$ cat src/rtl/lamb5_seq_scheduler_pkg.sv
// Shared definitions for the 5-lamp sequence scheduler: state and mode codes,
// table size and the lamp pattern decode.
package lamb5_seq_scheduler_pkg;

  typedef enum logic [1:0] {
    S_IDLE = 2'd0,
    S_RUN  = 2'd1,
    S_HOLD = 2'd2
  } state_e;

  localparam logic [1:0] M_FWD = 2'd0;
  localparam logic [1:0] M_REV = 2'd1;
  localparam logic [1:0] M_PP  = 2'd2;

  localparam int         LAMB_NUM = 6;
  localparam logic [2:0] IDX_LAST = 3'(LAMB_NUM - 1);

  localparam logic [4:0] PAT0 = 5'b00000;
  localparam logic [4:0] PAT1 = 5'b11111;
  localparam logic [4:0] PAT2 = 5'b10101;
  localparam logic [4:0] PAT3 = 5'b10001;
  localparam logic [4:0] PAT4 = 5'b10011;
  localparam logic [4:0] PAT5 = 5'b10010;

  // Indices 6 and 7 are unreachable; they decode to all lamps off.
  function automatic logic [4:0] pat_decode(input logic [2:0] idx);
    logic [4:0] pat;
    case (idx)
      3'd0:    pat = PAT0;
      3'd1:    pat = PAT1;
      3'd2:    pat = PAT2;
      3'd3:    pat = PAT3;
      3'd4:    pat = PAT4;
      3'd5:    pat = PAT5;
      default: pat = 5'b00000;
    endcase
    return pat;
  endfunction

endpackage

$ cat src/rtl/lamb5_seq_scheduler_step_divider.sv
// Step-rate prescaler: counts 0..period while enabled and flags the terminal count.
module lamb5_step_divider #(
  parameter int DIV_W = 16
) (
  input  logic             i_clk,
  input  logic             i_rst,
  input  logic             i_clr,
  input  logic             i_en,
  input  logic [DIV_W-1:0] i_period,
  output logic             o_tick
);

  logic [DIV_W-1:0] r_cnt;
  logic             w_term;

  // The counter wraps at the terminal value, so it never exceeds i_period.
  assign w_term = (r_cnt == i_period);
  assign o_tick = w_term;

  always_ff @(posedge i_clk) begin
    if (i_rst) begin
      r_cnt <= '0;
    end else if (i_clr) begin
      r_cnt <= '0;
    end else if (i_en) begin
      r_cnt <= w_term ? '0 : r_cnt + DIV_W'(1);
    end
  end

endmodule

$ cat src/rtl/lamb5_seq_scheduler.sv
// Run-time scheduler for the 5-lamp display: sequences the pattern table forward,
// reverse or ping-pong for a programmed number of loops, with pause and abort.
module lamb5_seq_scheduler
  import lamb5_seq_scheduler_pkg::*;
#(
  parameter int DIV_W = 16,
  parameter int CNT_W = 8
) (
  input  logic             trigger,
  input  logic             sysRst,
  input  logic             start,
  input  logic             stop,
  input  logic             pause,
  input  logic [1:0]       mode,
  input  logic [DIV_W-1:0] period,
  input  logic [CNT_W-1:0] repeatCnt,
  output logic             busy,
  output logic             done,
  output logic             stepPulse,
  output logic [2:0]       patIndex,
  output logic [4:0]       lamb,
  output logic [CNT_W-1:0] loopsLeft
);

  state_e           r_state;
  state_e           w_state_nxt;
  logic [1:0]       r_mode;
  logic [DIV_W-1:0] r_period;
  logic [CNT_W-1:0] r_loops;
  logic [2:0]       r_idx;
  logic             r_dir_up;
  logic             r_done;

  logic             w_active;
  logic             w_start_ok;
  logic             w_abort;
  logic             w_run_en;
  logic             w_tick;
  logic             w_step;
  logic             w_loop_end;
  logic             w_last_loop;
  logic [2:0]       w_idx_adv;
  logic             w_dir_adv;
  logic [1:0]       w_mode_norm;

  assign w_active    = (r_state != S_IDLE);
  assign w_start_ok  = !sysRst && (r_state == S_IDLE) && start && !stop;
  assign w_abort     = w_active && stop;
  assign w_run_en    = !sysRst && (r_state == S_RUN) && !stop && !pause;
  assign w_step      = w_run_en && w_tick;
  assign w_last_loop = (r_loops == CNT_W'(1));
  assign w_mode_norm = (mode == M_REV || mode == M_PP) ? mode : M_FWD;

  lamb5_step_divider #(
    .DIV_W (DIV_W)
  ) u_div (
    .i_clk    (trigger),
    .i_rst    (sysRst),
    .i_clr    (w_start_ok || w_abort),
    .i_en     (w_run_en),
    .i_period (r_period),
    .o_tick   (w_tick)
  );

  // Next index/direction and loop-boundary detection for the latched mode.
  always_comb begin
    w_idx_adv  = r_idx;
    w_dir_adv  = r_dir_up;
    w_loop_end = 1'b0;
    case (r_mode)
      M_REV: begin
        w_idx_adv  = (r_idx == 3'd0) ? IDX_LAST : r_idx - 3'd1;
        w_loop_end = (r_idx == 3'd0);
      end
      M_PP: begin
        if (r_dir_up) begin
          w_idx_adv = r_idx + 3'd1;
          w_dir_adv = (r_idx != IDX_LAST - 3'd1);
        end else begin
          w_idx_adv  = r_idx - 3'd1;
          w_dir_adv  = (r_idx == 3'd1);
          w_loop_end = (r_idx == 3'd1);
        end
      end
      default: begin
        w_idx_adv  = (r_idx == IDX_LAST) ? 3'd0 : r_idx + 3'd1;
        w_loop_end = (r_idx == IDX_LAST);
      end
    endcase
  end

  always_comb begin
    w_state_nxt = r_state;
    case (r_state)
      S_IDLE: begin
        if (start && !stop) w_state_nxt = pause ? S_HOLD : S_RUN;
      end
      S_RUN: begin
        if (stop)                                    w_state_nxt = S_IDLE;
        else if (pause)                              w_state_nxt = S_HOLD;
        else if (w_step && w_loop_end && w_last_loop) w_state_nxt = S_IDLE;
      end
      S_HOLD: begin
        if (stop)        w_state_nxt = S_IDLE;
        else if (!pause) w_state_nxt = S_RUN;
      end
      default: w_state_nxt = S_IDLE;
    endcase
  end

  always_ff @(posedge trigger) begin
    if (sysRst) begin
      r_state  <= S_IDLE;
      r_mode   <= M_FWD;
      r_period <= '0;
      r_loops  <= '0;
      r_idx    <= 3'd0;
      r_dir_up <= 1'b1;
      r_done   <= 1'b0;
    end else begin
      r_state <= w_state_nxt;
      r_done  <= 1'b0;
      if (w_start_ok) begin
        r_mode   <= w_mode_norm;
        r_period <= period;
        r_loops  <= repeatCnt;
        r_idx    <= (w_mode_norm == M_REV) ? IDX_LAST : 3'd0;
        r_dir_up <= 1'b1;
      end else if (w_abort) begin
        r_idx    <= 3'd0;
        r_loops  <= '0;
        r_dir_up <= 1'b1;
      end else if (w_step) begin
        if (w_loop_end && w_last_loop) begin
          r_idx    <= 3'd0;
          r_loops  <= '0;
          r_dir_up <= 1'b1;
          r_done   <= 1'b1;
        end else begin
          r_idx    <= w_idx_adv;
          r_dir_up <= w_dir_adv;
          // A zero loop count means run until stopped, so it never decrements.
          if (w_loop_end && (r_loops > CNT_W'(1))) r_loops <= r_loops - CNT_W'(1);
        end
      end
    end
  end

  assign busy      = w_active;
  assign done      = r_done;
  assign stepPulse = w_step;
  assign patIndex  = r_idx;
  assign lamb      = pat_decode(r_idx);
  assign loopsLeft = r_loops;

endmodule

$ cat config.mk
export PLATFORM = sky130hd
export DESIGN_NAME = lamb5_seq_scheduler
export DESIGN_NICKNAME = d
export VERILOG_FILES = /design/src/rtl/lamb5_seq_scheduler_pkg.sv /design/src/rtl/lamb5_seq_scheduler_step_divider.sv /design/src/rtl/lamb5_seq_scheduler.sv
export SDC_FILE = /design/constraint.sdc
export NUM_CORES = 1
export LEC_CHECK = 0
export BUFFER_PORTS_ARGS = -buffer_cell sky130_fd_sc_hd__clkbuf_2
export CAP_MARGIN = 20
export CORE_ASPECT_RATIO = 2
export CORE_MARGIN = 2
export CORE_UTILIZATION = 50
export CTS_CLUSTER_SIZE = 12
export DETAILED_ROUTE_END_ITERATION = 16
export PLACE_DENSITY = 0.73
export RECOVER_POWER = 25
export SLEW_MARGIN = 0
export SYNTH_ARGS = -nofsm -noshare
export SYNTH_HDL_FRONTEND = slang
export SYNTH_SLANG_ARGS = --single-unit
$ cat constraint.sdc
create_clock -name trigger -period 3.6 [get_ports trigger]
set_clock_uncertainty 0.05 [all_clocks]
set_input_delay 0 -clock trigger [delete_from_list [all_inputs] [get_ports trigger]]
set_output_delay 0 -clock trigger [all_outputs]
set_load 0.01 [all_outputs]
==> results of run 1 <==
==> worst max-delay path by stage <==
stage / startpoint / end / cells after the start
after floorplan: r_state[1]$_SDFFE_PP0P_ / patIndex[0]$_SDFFE_PP0P_ / 7
after global placement: patIndex[1]$_SDFFE_PP0P_ / loopsLeft[6]$_SDFFE_PP0P_ / 8
after detailed placement: patIndex[1]$_SDFFE_PP0P_ / loopsLeft[6]$_SDFFE_PP0P_ / 8
after CTS: patIndex[1]$_SDFFE_PP0P_ / loopsLeft[6]$_SDFFE_PP0P_ / 8
after global routing: r_mode[0]$_SDFFE_PP0P_ / loopsLeft[5]$_SDFFE_PP0P_ / 8
final: r_mode[0]$_SDFFE_PP0P_ / loopsLeft[5]$_SDFFE_PP0P_ / 8
==> synthesized netlist by cell type (8+ instances only) <==
master,n
dfxtp_1,49
nand2_1,49
nor2_1,40
xor2_1,28
a21oi_1,26
nand3_1,16
inv_1,13
clkbuf_1,12
ha_1,11
nor3_1,10
nor4_1,8
o21ai_0,8
xnor2_1,8
==> layer usage <==
metal | GRT usage | vias to the layer above
li1 | - | 1382
met1 | 0.2261 | 1279
met2 | 0.4521 | 74
met3 | 0.04098 | 23
met4 | 0.1333 | 0
met5 | 0 | -
==> worst max-delay path: stages, from the launching register on <==
cell and delay [ns]:
dfxtp_1 0.37, inv_1 0.05, ha_1 0.40, nor4bb_1 0.32, a211o_1 0.19, o21ai_0 0.17, nor3_1 0.41, o21ai_0 0.16
a22o_1 0.19
==> through the flow <==
stage / std cells / hold WS [ns] / worst slack, ns / utilization / cell area (um2)
global route: 486 / 0.05243 / 1.023 / 0.6325 / 3458
finish: 486 / 0.03930 / 1.180 / 0.6325 / 3458
detailed placement: 451 / 0.1792 / 1.221 / 0.5696 / 3114
CTS: 486 / 0.01463 / 1.193 / 0.6366 / 3481
global placement: 451 / 0.1742 / 1.245 / 0.5696 / 3114
floorplan: 354 / 0.08597 / 1.418 / - / 2835
==> power by group through the flow <==
stage / Combinational, mW / Clock [mW] / Sequential, mW
5_1_grt: 0.328 / 0.356 / 0.598
3_5_place_dp: 0.275 / 0 / 0.608
4_1_cts: 0.299 / 0.337 / 0.595
2_1_floorplan: 0.190 / 0 / 0.604
6_report: 0.296 / 0.328 / 0.594
3_3_place_gp: 0.273 / 0 / 0.607
==> cells by family after synthesis <==
logic type | after synthesis | synth area share
fa+ha+maj | 11 | 0.04854
compound gates | 68 | 0.1558
xor+xnor | 36 | 0.1112
simple gates | 160 | 0.2913
mux | 1 | 0.003971
buf+inv | 29 | 0.04325
flops | 49 | 0.3460
==> sequential cells by signal, indices dropped and copies added (netlist names) <==
signal,count
r_period,16
u_div.r_cnt,16
loopsLeft,8
done,1
r_dir_up,1
r_state,2
patIndex,3
r_mode,2
==> cell type report <==
type / instances / area share
Inverter: 13 / 0.01411
Clock buffer: 7 / 0.02496
Tap cell: 60 / 0.02171
Timing Repair Buffer: 81 / 0.1541
Multi-Input combinational cell: 276 / 0.5014
Sequential cell: 49 / 0.2836
==> timing repair <==
action / CTS / global route
resized for setup: 0 / 0
hold buffers: 28 / 0
buffers inserted: 0 / 0
hold endpoints to repair: 26 / 0
==> results.py, run 1 <==
metrics = {
    "global_route": {
        "grt_usage": 0.2382,
        "grt_first_pass_wirelength_mm": 11.99,
        "antenna_found_initial": 0,
        "grt_pass1_vias": 2694,
        "grt_max_degree": 31,
        "grt_overflow": 0,
    },
    "critical_path": {
        "r2r_end": "loopsLeft[5]$_SDFFE_PP0P_",
        "r2r_cells": 8,
        "path_max_fanout": 9,
        "cp.required_ns": 3.76,
        "critPathCaptureType": "register",
        "r2r_slack_ns": 1.18,
        "start_kind": "register",
        "critPathArrivalTime_ns": 2.58,
        "path_class": "register to register",
        "regToRegStartpoint": "r_mode[0]$_SDFFE_PP0P_",
    },
    "logic_synthesis": {
        "syn-num-nets": 396,
        "yosysTopAreaCell": "dfxtp_1",
        "synth.cell_area_um2": 2835,
        "syn_inst": 354,
        "synth-seq-area-share": 0.3460,
        "ys_types": 55,
        "synth_flop_cell": "dfxtp_1",
        "synthArstFlopShare": 0,
        "syn_area_per_cell_um2": 8.009,
        "ys_seq_elements": 49,
        "yosysTopAreaCellShare": 0.3460,
        "yosys_warnings": 0,
        "synth.area.top_cells": "dfxtp_1 35%, xor2_1 8.6%, nand2_1 6.5%, nor2_1 5.3%, ha_1 4.9%",
        "synth-edff-count": 0,
    },
    "hold_path": {
        "hp-class": "input port to register",
        "holdPathEnd": "loopsLeft[3]$_SDFFE_PP0P_",
        "hold-path-cell-count": 4,
        "hold_path_startpoint": "sysRst",
    },
    "sta": {
        "max_slew.worst_pin.slew_ns": 0.8610,
        "min_period_ns": 2.420,
        "setup_viol": 0,
        "max_slew_margin": 0.4260,
        "fin_setup_tns_ns": 0,
        "slew_viol_final": 0,
        "hold_violations": 0,
        "fin_crit_sh": 0.6722,
        "rsz0062_at_grt": "false",
        "fmax_ghz": 0.4132,
    },
    "drt": {
        "routedWlPerCell_um": 15.12,
        "wirelength_mm": 7.350,
        "first_pass_iters": 4,
        "wl_met2_mm": 4.068,
        "wl_met3_um": 293,
        "vias": 2758,
        "drcViolationCount": 0,
        "top_layer_used": "met4",
        "ant_nets": 0,
        "drt_iter0_markers": 141,
        "via_per_inst": 5.675,
        "wl_met1_mm": 2.681,
    },
    "power_and_ir_drop": {
        "net-switching-power_mw": 0.3707,
        "p_clk_frac": 0.270,
        "internal_power_mw": 0.8476,
        "power_leakage_nw": 1.479,
        "combPwrFrac": 0.243,
        "pwr-share-seq": 0.488,
        "p_sw_frac": 0.3043,
        "ir_worst_vdd_v": 0.0003549,
        "finalPower_mw": 1.218,
        "p_per_area_nw_per_um2": 352.3,
    },
    "die": {
        "ioPinCount": 50,
        "dieArea_um2": 6325,
        "rows": 38,
        "start_util": 0.5185,
        "dieWidth_um": 57.25,
        "die_h_um": 110.5,
        "core_region_area_um2": 5468,
    },
    "cells_and_area": {
        "layout_common_cells": "49 x nand2_1, 49 x dfxtp_1, 39 x nor2_1",
        "syn_to_final_growth_pct": 21.98,
        "num-fill-cells": 506,
        "nets": 468,
        "diodes": 0,
        "multi_input_area_um2": 1734,
        "seq_area_um2": 980.9,
        "drive_gt1_frac": 0.1291,
    },
    "clocking": {
        "worstSkewPairLatency_ns": 0.31,
        "cts_tree": "done",
        "cts_num_sinks": 49,
        "cts_root_buffer": "clkbuf_8",
        "htree_levels": 2,
        "cts_made_buffers": 5,
        "clk_path_buf_depth": 2,
        "clkTransAtPathRegs_ns": 0.09,
    },
    "place": {
        "io_buffers": 49,
        "place.gp.congestion": 0.8762,
        "dpl.hpwl_mm": 5.433,
    },
    "status": {
        "status": "completed",
    },
    "job": {
        "maxCapViolations": 0,
    },
}
Power figures use the tool's default switching activity.
==> run 2: changes to the inputs <==
Settings changed: ABC_AREA set to 1, PLACE_DENSITY 0.73 to 0.72.
Clock period 3.6 ns to 2.3 ns, I/O delays scaled along.
==> run 2 against run 1 <==
Compared with the run above:
- the flow now finishes with violations (hold timing)
- critical path depth is the same
- combinational power grew to 2.7 times the previous value
- die area is 4.3% higher
- sequential share of layout area is 1.1 points lower
- sequential power up 63%
- global-route usage grew 1.3 points
- worst setup slack got worse by 0.93 ns
- final cell count is 19% higher
- first-iteration DRC count decreased by 14%
- non-clock buffer count decreased by 9
- core utilization shrank 0.15 points
- critical path type unchanged
==> results.py, run 2 <==
metrics = {
    "global_route": {
        "grt_usage": 0.2513,
        "grt_max_degree": 17,
        "grt_overflow": 0,
        "grt_first_pass_wirelength_mm": 12.85,
        "grt_pass1_vias": 3021,
        "antenna_found_initial": 0,
    },
    "sta": {
        "max_slew_margin": 0.7039,
        "min_period_ns": 2.051,
        "fin_setup_tns_ns": 0,
        "whs_ns": -0.001060,
        "slew_viol_final": 0,
        "fmax_ghz": 0.4875,
        "hold_violations": 1,
        "rsz0062_at_grt": "false",
        "fin_crit_sh": 0.8919,
        "setup_viol": 0,
        "max_slew.worst_pin.slew_ns": 0.4437,
    },
    "critical_path": {
        "path_class": "register to register",
        "cp.required_ns": 2.48,
        "regToRegStartpoint": "r_state[1]$_SDFFE_PP0P_",
        "r2r_slack_ns": 0.25,
        "r2r_cells": 8,
        "critPathCaptureType": "register",
        "critPathArrivalTime_ns": 2.23,
        "r2r_end": "r_period[3]$_SDFFE_PP0P_",
        "path_max_fanout": 14,
        "start_kind": "register",
    },
    "clocking": {
        "clk_path_buf_depth": 2,
        "worstSkewPairLatency_ns": 0.30,
        "cts_tree": "done",
        "clkTransAtPathRegs_ns": 0.07,
        "cts_root_buffer": "clkbuf_16",
        "htree_levels": 2,
        "cts_setup_buffers": 0,
        "cts_num_sinks": 49,
        "cts_made_buffers": 5,
    },
    "hold_path": {
        "hold_path_startpoint": "repeatCnt[5]",
        "hold-path-cell-count": 5,
        "hp-class": "input port to register",
        "holdPathEnd": "loopsLeft[5]$_SDFFE_PP0P_",
    },
    "logic_synthesis": {
        "yosysTopAreaCell": "dfxtp_1",
        "synth-seq-area-share": 0.3309,
        "synth.area.top_cells": "dfxtp_1 33%, nand2_1 15%, inv_1 7.1%, nor2_1 5.3%, ha_1 4.6%",
        "ys_seq_elements": 49,
        "synth.cell_area_um2": 2964,
        "syn-num-nets": 485,
        "syn_area_per_cell_um2": 6.691,
        "ys_types": 33,
        "synth-edff-count": 0,
        "yosysTopAreaCellShare": 0.3309,
        "yosys_warnings": 0,
        "syn_inst": 443,
        "yosysMostFrequentCell": "nand2_1",
        "ys_top_cells_by_count": "119 x nand2_1, 56 x inv_1, 49 x dfxtp_1",
        "synthArstFlopShare": 0,
        "synth_flop_cell": "dfxtp_1",
    },
    "drt": {
        "wirelength_mm": 7.461,
        "vias": 2934,
        "routedWlPerCell_um": 12.93,
        "top_layer_used": "met4",
        "wl_met1_mm": 2.574,
        "via_per_inst": 5.085,
        "ant_nets": 0,
        "first_pass_iters": 4,
        "wl_met3_um": 246,
        "wl_met2_mm": 4.393,
        "drcViolationCount": 0,
        "drt_iter0_markers": 121,
    },
    "die": {
        "ioPinCount": 50,
        "start_util": 0.5192,
        "dieArea_um2": 6598,
        "core_region_area_um2": 5709,
        "dieWidth_um": 58.45,
        "die_h_um": 112.9,
        "rows": 39,
    },
    "status": {
        "violations": "hold timing",
        "status": "complete, but fails checks",
    },
    "place": {
        "dp.cells": 551,
        "io_buffers": 49,
        "dpl.hpwl_mm": 5.793,
        "place.gp.congestion": 0.8796,
    },
    "cells_and_area": {
        "syn_to_final_growth_pct": 21.53,
        "final_common_cell": "nand2_1",
        "drive_gt1_frac": 0.1764,
        "nets": 557,
        "fin_cells": 577,
        "layout_common_cells": "121 x nand2_1, 56 x inv_1, 49 x dfxtp_1",
        "num-fill-cells": 566,
        "diodes": 0,
    },
    "power_and_ir_drop": {
        "ir_worst_vdd_v": 0.0006840,
        "power_leakage_nw": 1.657,
        "p_per_area_nw_per_um2": 731.0,
    },
    "job": {
        "maxCapViolations": 0,
    },
}
-- run 2: power breakdown --
group	switching (mW)	total [mW]	internal, mW
Clock	0.345	0.860	0.515
Sequential	0.0632	0.968	0.904
Combinational	0.489	0.805	0.316
Total	0.898	2.63	1.74
-- run 2: worst max path at each step --
| stage | startpoint | end | slack, ns | cells after the start |
|---|---|---|---|---|
| after floorplan | patIndex[0]$_SDFFE_PP0P_ | loopsLeft[2]$_SDFFE_PP0P_ | 0.49 | 14 |
| after global placement | patIndex[0]$_SDFFE_PP0P_ | loopsLeft[2]$_SDFFE_PP0P_ | 0.37 | 14 |
| after detailed placement | patIndex[0]$_SDFFE_PP0P_ | loopsLeft[3]$_SDFFE_PP0P_ | 0.31 | 14 |
| after CTS | patIndex[0]$_SDFFE_PP0P_ | loopsLeft[3]$_SDFFE_PP0P_ | 0.29 | 14 |
| after global routing | r_state[0]$_SDFFE_PP0P_ | r_period[3]$_SDFFE_PP0P_ | 0.08 | 8 |
| final | r_state[1]$_SDFFE_PP0P_ | r_period[3]$_SDFFE_PP0P_ | 0.25 | 8 |
-- run 2: worst max-delay path, cell delays in order (launching register included) --
cell	delay [ns]
dfxtp_1	0.36
inv_2	0.09
nand2_1	0.11
nor3_1	0.32
nand2_2	0.20
inv_1	0.39
buf_4	0.27
nand2_1	0.08
a21oi_1	0.11
-- run 2: cell families after synthesis --
kind of cell,Yosys count,share of synthesized area
and+or+nand+nor,223,0.3512
buffers and inverters,79,0.1110
AOI/OAI and AO/OA,69,0.1249
DFF,49,0.3309
xor gates and xnor gates,12,0.03546
adders and majority gates,11,0.04643
-- run 2: cell type report --
class	count	area, um2	area share
Timing Repair Buffer	72	446.7	0.1240
Inverter	72	287.8	0.07989
Tap cell	61	76.32	0.02119
Sequential cell	49	980.9	0.2723
Multi-Input combinational cell	315	1639	0.4550
Clock inverter	3	46.29	0.01285
Clock buffer	5	125.1	0.03473
-- run 2: what timing repair did --
item                                   in CTS  in global routing
endpoints found under the hold margin      17                  0
resized for setup                           0                  0
hold buffers                               18                  0
-- run 2: layer usage --
| metal | vias to the layer above | global-route usage |
|---|---|---|
| met2 | 55 | 0.4891 |
| met4 | 0 | 0.1287 |
| met3 | 15 | 0.03886 |
| met1 | 1327 | 0.2351 |
| met5 | - | 0 |
| li1 | 1537 | - |
-- run 2: stage by stage --
step	area, um2	util	power [mW]	hold WS, ns	setup slack, ns
6_report	3602	0.6309	2.633	-0.001060	0.2485
5_1_grt	3602	0.6309	2.787	0.04374	0.07795
4_1_cts	3633	0.6364	2.677	0.001796	0.2946
3_5_place_dp	3282	0.5748	1.787	0.1595	0.3091
3_3_place_gp	3282	0.5748	1.775	0.1508	0.3684
2_1_floorplan	2964	-	1.550	0.06274	0.4938
==> run 3: changes to the inputs <==
Settings changed: PLACE_DENSITY 0.72 to 0.78.
==> run 3 against run 2 <==
Compared with the run above:
- the run now ends clean
- global-route usage is 0.47 points lower
- via count up 4.4%
- non-clock buffer count grew 6
- count of clock-buffer cells in the layout grew 1
- maximum frequency fell by 3.0%
- register-to-register slack worse by 0.06 ns
==> results.py, run 3 (same netlist as run 2, synthesis figures left out) <==
metrics = {
    "critical_path": {
        "r2r_slack_ns": 0.18,
        "path_class": "register to register",
        "cp.required_ns": 2.42,
        "crit_slowest_cell": "dlygate4sd3_1",
        "cp_common_cell": "nand2_2",
        "slowest_delay_ns": 0.55,
        "cp_top_family": "buffers and inverters",
        "critPathLaunch": "r_state[0]$_SDFFE_PP0P_",
        "worst-path-buf-inv": 3,
        "start_kind": "register",
        "path_max_fanout": 13,
        "path_cells": "inv_2 > nand2_2 > nor3_2 > nand2_2 > clkinvlp_4 > nand3_1 > dlygate4sd3_1 > o21ai_0",
        "critPathCaptureType": "register",
        "regToRegStartpoint": "r_state[0]$_SDFFE_PP0P_",
        "critPathArrivalTime_ns": 2.24,
    },
    "die": {
        "die_h_um": 112.9,
        "dieWidth_um": 58.45,
        "ioPinCount": 50,
        "start_util": 0.5192,
        "dieArea_um2": 6598,
        "rows": 39,
        "core_region_area_um2": 5709,
    },
    "cells_and_area": {
        "drive_gt1_frac": 0.1877,
        "fin_area_um2": 3661,
        "final_common_cell": "nand2_1",
        "syn_to_final_growth_pct": 23.51,
        "layout_common_cells": "120 x nand2_1, 55 x inv_1, 49 x dfxtp_1",
        "utilization": 0.6412,
        "diodes": 0,
        "nets": 563,
        "fin_cells": 583,
        "num-fill-cells": 534,
    },
    "power_and_ir_drop": {
        "power_leakage_nw": 1.676,
        "p_sw_frac": 0.3364,
        "p_per_area_nw_per_um2": 726.9,
        "finalPower_mw": 2.661,
        "ir_worst_vdd_v": 0.0007594,
        "pwr-share-seq": 0.364,
        "net-switching-power_mw": 0.8952,
        "combPwrFrac": 0.309,
        "p_clk_frac": 0.327,
        "internal_power_mw": 1.766,
    },
    "hold_path": {
        "hp-class": "input port to register",
        "hold_path_startpoint": "repeatCnt[5]",
    },
    "status": {
        "status": "completed",
    },
    "clocking": {
        "clkTransAtPathRegs_ns": 0.06,
        "cts_made_buffers": 5,
        "worstSkewPairLatency_ns": 0.30,
        "cts_tree": "done",
        "clk_path_buf_depth": 2,
        "htree_levels": 2,
        "cts_root_buffer": "clkbuf_16",
        "cts_num_sinks": 49,
    },
    "place": {
        "place.gp.congestion": 0.8837,
        "io_buffers": 49,
        "place_area_um2": 3274,
        "dpl.hpwl_mm": 5.783,
        "dp.cells": 550,
    },
    "global_route": {
        "antenna_found_initial": 0,
        "grt_max_degree": 18,
        "grt_usage": 0.2466,
        "grt_overflow": 0,
        "grt_first_pass_wirelength_mm": 12.61,
        "grt_pass1_vias": 2936,
    },
    "drt": {
        "ant_nets": 0,
        "wirelength_mm": 7.644,
        "first_pass_iters": 4,
        "vias": 3062,
        "drcViolationCount": 0,
        "via_per_inst": 5.252,
        "drt_iter0_markers": 103,
        "routedWlPerCell_um": 13.11,
    },
    "sta": {
        "rsz0062_at_grt": "false",
        "max_slew.worst_pin.slew_ns": 0.6180,
        "fin_crit_sh": 0.9197,
        "setup_viol": 0,
        "slew_viol_final": 0,
        "max_slew_margin": 0.5849,
        "min_period_ns": 2.115,
        "fin_setup_tns_ns": 0,
        "hold_violations": 0,
        "fmax_ghz": 0.4728,
    },
    "job": {
        "maxCapViolations": 0,
    },
}
[run 3: cell count changes in the layout (fill, tap and decap cells not counted), sizes merged]
cell	previous run	this run
clkbuf	54	55
clkinvlp	1	2
inv	70	69
clkinv	3	2
buf	5	11
[run 3: final cells by class]
cell class | instances | area, um2 | share of cell area
Clock buffer | 6 | 138.9 | 0.03794
Clock inverter | 2 | 37.54 | 0.01025
Inverter | 72 | 291.5 | 0.07963
Multi-Input combinational cell | 315 | 1647 | 0.4498
Sequential cell | 49 | 980.9 | 0.2679
Tap cell | 61 | 76.32 | 0.02085
Timing Repair Buffer | 78 | 489.2 | 0.1336
[run 3: repair_timing]
| action | in CTS | in global routing |
|---|---|---|
| buffers inserted | 0 | 7 |
| resized for setup | 0 | 1 |
| setup endpoints to repair | 0 | 1 |
| hold buffers | 18 | 0 |
| endpoints found under the hold margin | 17 | 0 |
[run 3: per-stage QoR]
stage,hold WS [ns],setup WS [ns]
2_1_floorplan,0.06274,0.4938
3_3_place_gp,0.1497,0.4033
3_5_place_dp,0.1615,0.3324
4_1_cts,0.007799,0.05402
5_1_grt,0.04332,0.03700
6_report,0.01052,0.1848
[run 3: metal layers]
metal / wire [um] / GRT usage
met1: 2598 / 0.2319
met2: 4340 / 0.4704
met3: 304 / 0.03657
met4: 401 / 0.1457
met5: 0 / 0
[run 3: path summary, 6_finish.rpt]
path	endpoint	cells after the start
worst min-delay path	loopsLeft[5]$_SDFFE_PP0P_	5
worst min register to register	r_period[5]$_SDFFE_PP0P_	2
worst max-delay path	r_mode[1]$_SDFFE_PP0P_	8
worst max register to register	r_mode[1]$_SDFFE_PP0P_	8
[run 3: worst register-to-register path, stage by stage (launching register included)]
cell and delay [ns]:
dfxtp_1 0.41, inv_2 0.09, nand2_2 0.11, nor3_2 0.06
nand2_2 0.22, clkinvlp_4 0.31, nand3_1 0.13, dlygate4sd3_1 0.55
o21ai_0 0.07
[run 3: power groups by stage]
stage / Sequential, mW / Combinational, mW / Clock (mW)
after floorplan: 0.988 / 0.561 / 0
after global placement: 0.982 / 0.781 / 0
after detailed placement: 0.985 / 0.792 / 0
after CTS: 0.967 / 0.821 / 0.885
after global routing: 0.976 / 0.917 / 0.919
final: 0.968 / 0.823 / 0.871
